[config.mk]
export PLATFORM = sky130hd
export DESIGN_NAME = bcd_xs3_codec
export DESIGN_NICKNAME = d
export VERILOG_FILES = /design/src/rtl/bcd_xs3_codec.sv
export SDC_FILE = /design/constraint.sdc
export NUM_CORES = 1
export LEC_CHECK = 0
export CAP_MARGIN = 20
export CORE_MARGIN = 5
export CORE_UTILIZATION = 50
export DETAILED_ROUTE_END_ITERATION = 16
export PLACE_DENSITY = 0.89
export SLEW_MARGIN = 30
export SYNTH_ARGS = -nofsm -noshare
export SYNTH_HDL_FRONTEND = slang
export SYNTH_SLANG_ARGS = --single-unit
export TNS_END_PERCENT = 100
[constraint.sdc]
create_clock -name clk -period 3.76 [get_ports clk]
set_input_delay 1.128 -clock clk [delete_from_list [all_inputs] [get_ports clk]]
set_output_delay 1.128 -clock clk [all_outputs]
set_load 0.02 [all_outputs]
[src/rtl/bcd_xs3_codec.sv]
// bcd_xs3_codec: digit-serial BCD <-> Excess-3 converter for a packed word.
// A word is accepted in IDLE, converted one nibble per clock LSB-first in CONV,
// and held in DONE until the consumer takes it. Illegal digits produce 4'hF
// and set their bit in the error mask.
//
//   state | meaning
//   IDLE  | waiting for a word, in_ready high
//   CONV  | converting digit idx, one per clock
//   DONE  | result held, out_valid high until out_ready
module bcd_xs3_codec #(
    parameter int DIGITS = 4
) (
    input  logic                  clk,
    input  logic                  rst_n,
    input  logic                  in_valid,
    output logic                  in_ready,
    input  logic                  in_mode,
    input  logic [4*DIGITS-1:0]   in_data,
    output logic                  out_valid,
    input  logic                  out_ready,
    output logic [4*DIGITS-1:0]   out_data,
    output logic [DIGITS-1:0]     out_err_mask,
    output logic                  out_err,
    output logic                  busy
);

    localparam int IDX_W = (DIGITS > 1) ? $clog2(DIGITS) : 1;

    typedef enum logic [1:0] {
        IDLE = 2'd0,
        CONV = 2'd1,
        DONE = 2'd2
    } state_t;

    state_t               state;
    state_t               state_nxt;
    logic [4*DIGITS-1:0]  data_reg;
    logic                 mode_reg;
    logic [IDX_W-1:0]     idx;
    logic [3:0]           digit;
    logic [3:0]           result;
    logic                 legal;
    logic                 last_digit;

    assign last_digit = (idx == IDX_W'(DIGITS - 1));

    // Convert the currently indexed digit of the captured word.
    always_comb begin
        digit  = data_reg[4*idx +: 4];
        legal  = 1'b0;
        result = 4'hF;
        if (!mode_reg) begin
            legal  = (digit <= 4'd9);
            result = digit + 4'd3;
        end else begin
            legal  = (digit >= 4'd3) && (digit <= 4'd12);
            result = digit - 4'd3;
        end
        if (!legal) begin
            result = 4'hF;
        end
    end

    // State register.
    always_ff @(posedge clk or negedge rst_n) begin
        if (!rst_n) begin
            state <= IDLE;
        end else begin
            state <= state_nxt;
        end
    end

    // Next-state decode.
    always_comb begin
        state_nxt = state;
        case (state)
            IDLE: if (in_valid) state_nxt = CONV;
            CONV: if (last_digit) state_nxt = DONE;
            DONE: if (out_ready) state_nxt = IDLE;
            default: state_nxt = IDLE;
        endcase
    end

    // Capture on accept, then write one result nibble and mask bit per clock.
    // idx parks on the last digit; it is cleared again at the next accept.
    always_ff @(posedge clk or negedge rst_n) begin
        if (!rst_n) begin
            data_reg     <= '0;
            mode_reg     <= 1'b0;
            idx          <= '0;
            out_data     <= '0;
            out_err_mask <= '0;
        end else begin
            case (state)
                IDLE: begin
                    if (in_valid) begin
                        data_reg     <= in_data;
                        mode_reg     <= in_mode;
                        out_err_mask <= '0;
                        idx          <= '0;
                    end
                end
                CONV: begin
                    out_data[4*idx +: 4] <= result;
                    out_err_mask[idx]    <= ~legal;
                    if (!last_digit) begin
                        idx <= idx + 1'b1;
                    end
                end
                default: ;
            endcase
        end
    end

    assign in_ready  = (state == IDLE);
    assign out_valid = (state == DONE);
    assign busy      = (state != IDLE);
    assign out_err   = |out_err_mask;

endmodule

Yosys cells after proc, flatten, opt, wreduce, memory -nomap -nowiden
Cells that the tools add are included.
Widths: inputs -> output; s select.

word-level totals
  flip-flop bits (word level) = 41
  bits of input ports = 21
  output and inout bits = 24
  logic and storage cells = 52

operators by class
  add/subtract/negate cells = 4
  magnitude comparators = 5
  equality and inequality tests = 7
  shift-type cells = 3
  mux-type cells = 16
  bitwise logic cells = 1
  reduce and logical (&&, ||, !) cells = 10

operators by type and width
  cell                     count
  $neg 4->34               1
  $shift 4x34->16 const A  1
  $shiftx 4x34->16         1
  $bwmux 16                1
  $shiftx 16x5->4          1
  $mux 4                   3
  $mux 2                   5
  $le 4x4->1 const B       2
  $pmux 4 s2               1
  $ne 2x2->1 const B       3
  $pmux 2 s3               1
  $reduce_and 3->1         2
  $add 4x2->4 const B      1
  $bwmux 4                 1
  $eq 2x2->1 const B       2
  $ge 4x2->1 const B       1
  $pmux 2 s2               1
  $reduce_and 2->1         2
  $reduce_bool 2->1        2
  $reduce_or 4->1          1
  $sub 4x2->4 const B      1
  $lt 2x3->1 const B       1
  $add 2x1->2 const B      1
  $demux 1 s2              1
  other kinds (7)          9

Longest topological paths before layout
  word-level depth = 7
  depth in mapped cells = 9
  mapped depth without buffers = 8

Worst setup path after synthesis
No wires, ideal clock.

  path kind = reg-to-reg
  from = register idx[0]
  to = register out_data[3]
  setup time = 0.076 ns
  data arrival time = 2.532 ns
  data required time = 3.684 ns
  setup slack = 1.152 ns
  cell stages (with the launch flop) = 9
  path buffers = 1
  period minus slack after synthesis = 2.608 ns
  path through = dfrtp_1 -> buf_6 -> mux4_1 -> ha_1 -> o21ba_2 -> a221oi_1 -> a211oi_4 -> and3b_4 -> o21ai_1

on the way
  cells in the longest elaborated chain, start to end = 7
  elaborated cells between the ends (all ways) = 14
  classes of those cells = 3 x add/sub; 3 x order compare; 3 x shift; 4 x mux; 1 x reduce/logical

RTL lines
  element                                          RTL line  RTL
  start: declaration                               39        logic [IDX_W-1:0] idx;
  start signal: assignment                         107       idx <= idx + 1'b1;
  $shiftx 16x5->4                                  49        digit = data_reg[4*idx +: 4];
  $ge 4x2->1 / $le 4x4->1 (equally long branches)  56        legal = (digit >= 4'd3) && (digit <= 4'd12);
  $logic_and 1x1->1                                56
  $mux 1                                           52        if (!mode_reg) begin
  $mux 4                                           59        if (!legal) begin
  $shiftx 4x34->16                                 104       out_data[4*idx +: 4] <= result;
  $bwmux 16 (*)                                    104
  end signal: indexed assignment                   104
  end: declaration                                 21        output logic [4*DIGITS-1:0] out_data,

Every way passes the cells marked *; elsewhere a longest branch is shown, timed or not.
A chain may end at the register's enable or synchronous reset.

Worst setup path after layout
  from = register idx[0]
  to = register out_data[7]

The elaborated chain is that of the path after synthesis.

==> results_dict.tcl <==
set metrics [dict create \
    criticalPathCategory "reg -> reg" \
    synth_area_leaders "dfrtp_1 51%, mux2_2 9.5%, ha_1 6.8%" \
    worst_pin_slew_ns 0.816 \
    rows 23 \
    finalClockSkew_ns 0.00656 \
    postCtsSetupBuffers 0 \
    vias 1463 \
    dr.pass1.iters 4 \
    layout-drive-gt1-share_pct 17.8 \
    ys_warn_count 0 \
    io_buffers 44 \
    timing.final.hold_violations 0 \
    area_growth_pct 27.9 \
    clockBufferDepth 2 \
    report.final.slew_viol_count 0 \
    grt_max_degree 42 \
    cts.sinks 41 \
    clk_pin_slew_worst_paths_ns 0.08 \
    cts_resized 0 \
    worst-path-max-fanout 13 \
    antenna_found_initial 0 \
    cp-end-kind "register" \
    ys_ff_latch 41 \
    final_cell_mix "43 x clkdlybuf4s50_1, 41 x dfrtp_1, 17 x nand2_1, 17 x mux2_2" \
    finalSetupViolations 0 \
    min_period_ns 2.98 \
    io_pins 45 \
    grt.overflow.total 0 \
    drc 0 \
    grt_pass1_wl_um 6800 \
    ant_nets 0 \
    dieArea_um2 5410 \
    synth_edf_count 0 \
    yosys.area.top_type "dfrtp_1" \
    cts_tree "built" \
    hold_buffers 0 \
    worst-r2r-setup-slack_ns 0.78 \
    cp_data_arrival_time_ns 3.20 \
    synthArstFlopShare_pct 100 \
    hold_path_class "reg -> reg" \
    synth_top_area_share_pct 50.8 \
    post-route-util_pct 65.1 \
    tns_ns 0 \
    holdPathStages 2 \
    ys_seq_area_share_pct 50.8 \
    cp-start-kind "register" \
    finalWirelength_um 3960 \
    fp.dieH_um 73.6 \
    syn_inst 166 \
    clk_latency_ns 0.29 \
    layout_commonest_cell "clkdlybuf4s50_1" \
    vias_per_cell 5.54 \
    maxCapViolCount 0 \
    cts-root-buf "clkbuf_8" \
    gp_congestion 0.846 \
    rsz0062_at_grt "no" \
    hpwl_um 3060 \
    syn_area_um2 2020 \
    htree_levels 2 \
    first_iter_violations 98 \
    crit_required_ns 3.98 \
    p_per_area_nw_per_um2 948 \
    track_usage_pct 16.3 \
    status "finished, final reports clean" \
    synth_area_per_cell_um2 12.2 \
    syn-num-nets 198 \
    power.leakage_nw 1.14 \
    drt-wirelength-per-cell_um 15.0 \
    r2r_cells 7 \
    relSlewSlack_pct 45.5 \
    final_nets 245 \
    ys_dominant_reg_cell "dfrtp_1" \
    cts-buffers-inserted 5 \
    start_util_pct 50.9 \
    antenna_cells 0 \
    die_w_um 73.6 \
    period_share_pct 79.2 \
    synth_cell_type_count 38 \
    max_freq_mhz 336 \
    grt_pass1_vias 1451 \
    vdd_ir_drop_max_uv 500 \
    core_area_um2 3970 \
]
==> logic make-up after synthesis <==
family / share of synthesized area [%]
XOR/XNOR: 0.434
flip-flops: 50.8
AND/OR/NAND/NOR: 10.9
AO/OA/AOI/OAI: 12.6
adder cells (fa/ha/maj): 6.82
multiplexers: 15.3
buffers and inverters: 3.16
==> cells in the mapped netlist, drive strengths merged (2+ instances only) <==
library cell	count
inv	11
a22o	12
ha	11
nor3	2
a221oi	2
nor2	4
dfrtp	41
and3b	2
nand2	19
o21ai	12
mux2	17
mux2i	2
and3	2
nand2b	3
a21oi	2
mux4	4
buf	3
nand3	5
==> metrics by stage <==
stage | setup slack (ns) | hold WS [ns] | std cells | cell area (µm²) | power (mW)
3_5_place_dp | 0.783 | 0.486 | 256 | 2490 | 2.18
3_3_place_gp | 0.912 | 0.483 | 256 | 2490 | 2.12
6_report | 0.782 | 0.503 | 264 | 2580 | 2.45
4_1_cts | 0.769 | 0.508 | 264 | 2580 | 2.47
2_1_floorplan | 1.15 | 0.470 | 166 | 2020 | 1.75
5_1_grt | 0.559 | 0.527 | 264 | 2580 | 2.64
==> report_power, final <==
| group | switching (mW) | total [mW] | internal [mW] |
|---|---|---|---|
| clock network | 0.153 | 0.281 | 0.128 |
| registers | 0.156 | 0.779 | 0.624 |
| logic | 0.741 | 1.39 | 0.648 |
| total | 1.05 | 2.45 | 1.40 |
==> worst paths after layout <==
path                              from              end
max                             idx[0]      out_data[7]
min in group asynchronous        rst_n  out_err_mask[2]
max in group asynchronous        rst_n     out_data[15]
min reg2reg                out_data[3]      out_data[3]
max reg2reg                     idx[0]      out_data[7]
min                        out_data[3]      out_data[3]
==> critical path, cell delays in order, from the launching register on <==
cell and delay (ns):
dfrtp_1 0.69, mux4_1 0.75, ha_1 0.25, o21ba_2 0.21, a221oi_1 0.44, a211oi_4 0.17, and3b_4 0.23, o21ai_1 0.15
==> cell type report <==
type,count,area (µm²)
clock buffer,5,68.8
inverter,11,41.3
clock inverter,3,17.5
multi-input combinational,110,930
timing repair buffer,44,438
fill,313,1390
tap,50,62.6
sequential,41,1030
==> layer usage <==
layer / GRT usage (%) / wire length [µm] / up-vias
met2: 26.0 / 1990 / 52
met4: 5.63 / 74 / 0
li1: - / - / 690
met1: 21.3 / 1640 / 713
met3: 4.51 / 254 / 8
met5: 0 / 0 / -
Power figures use the tool's default switching activity.
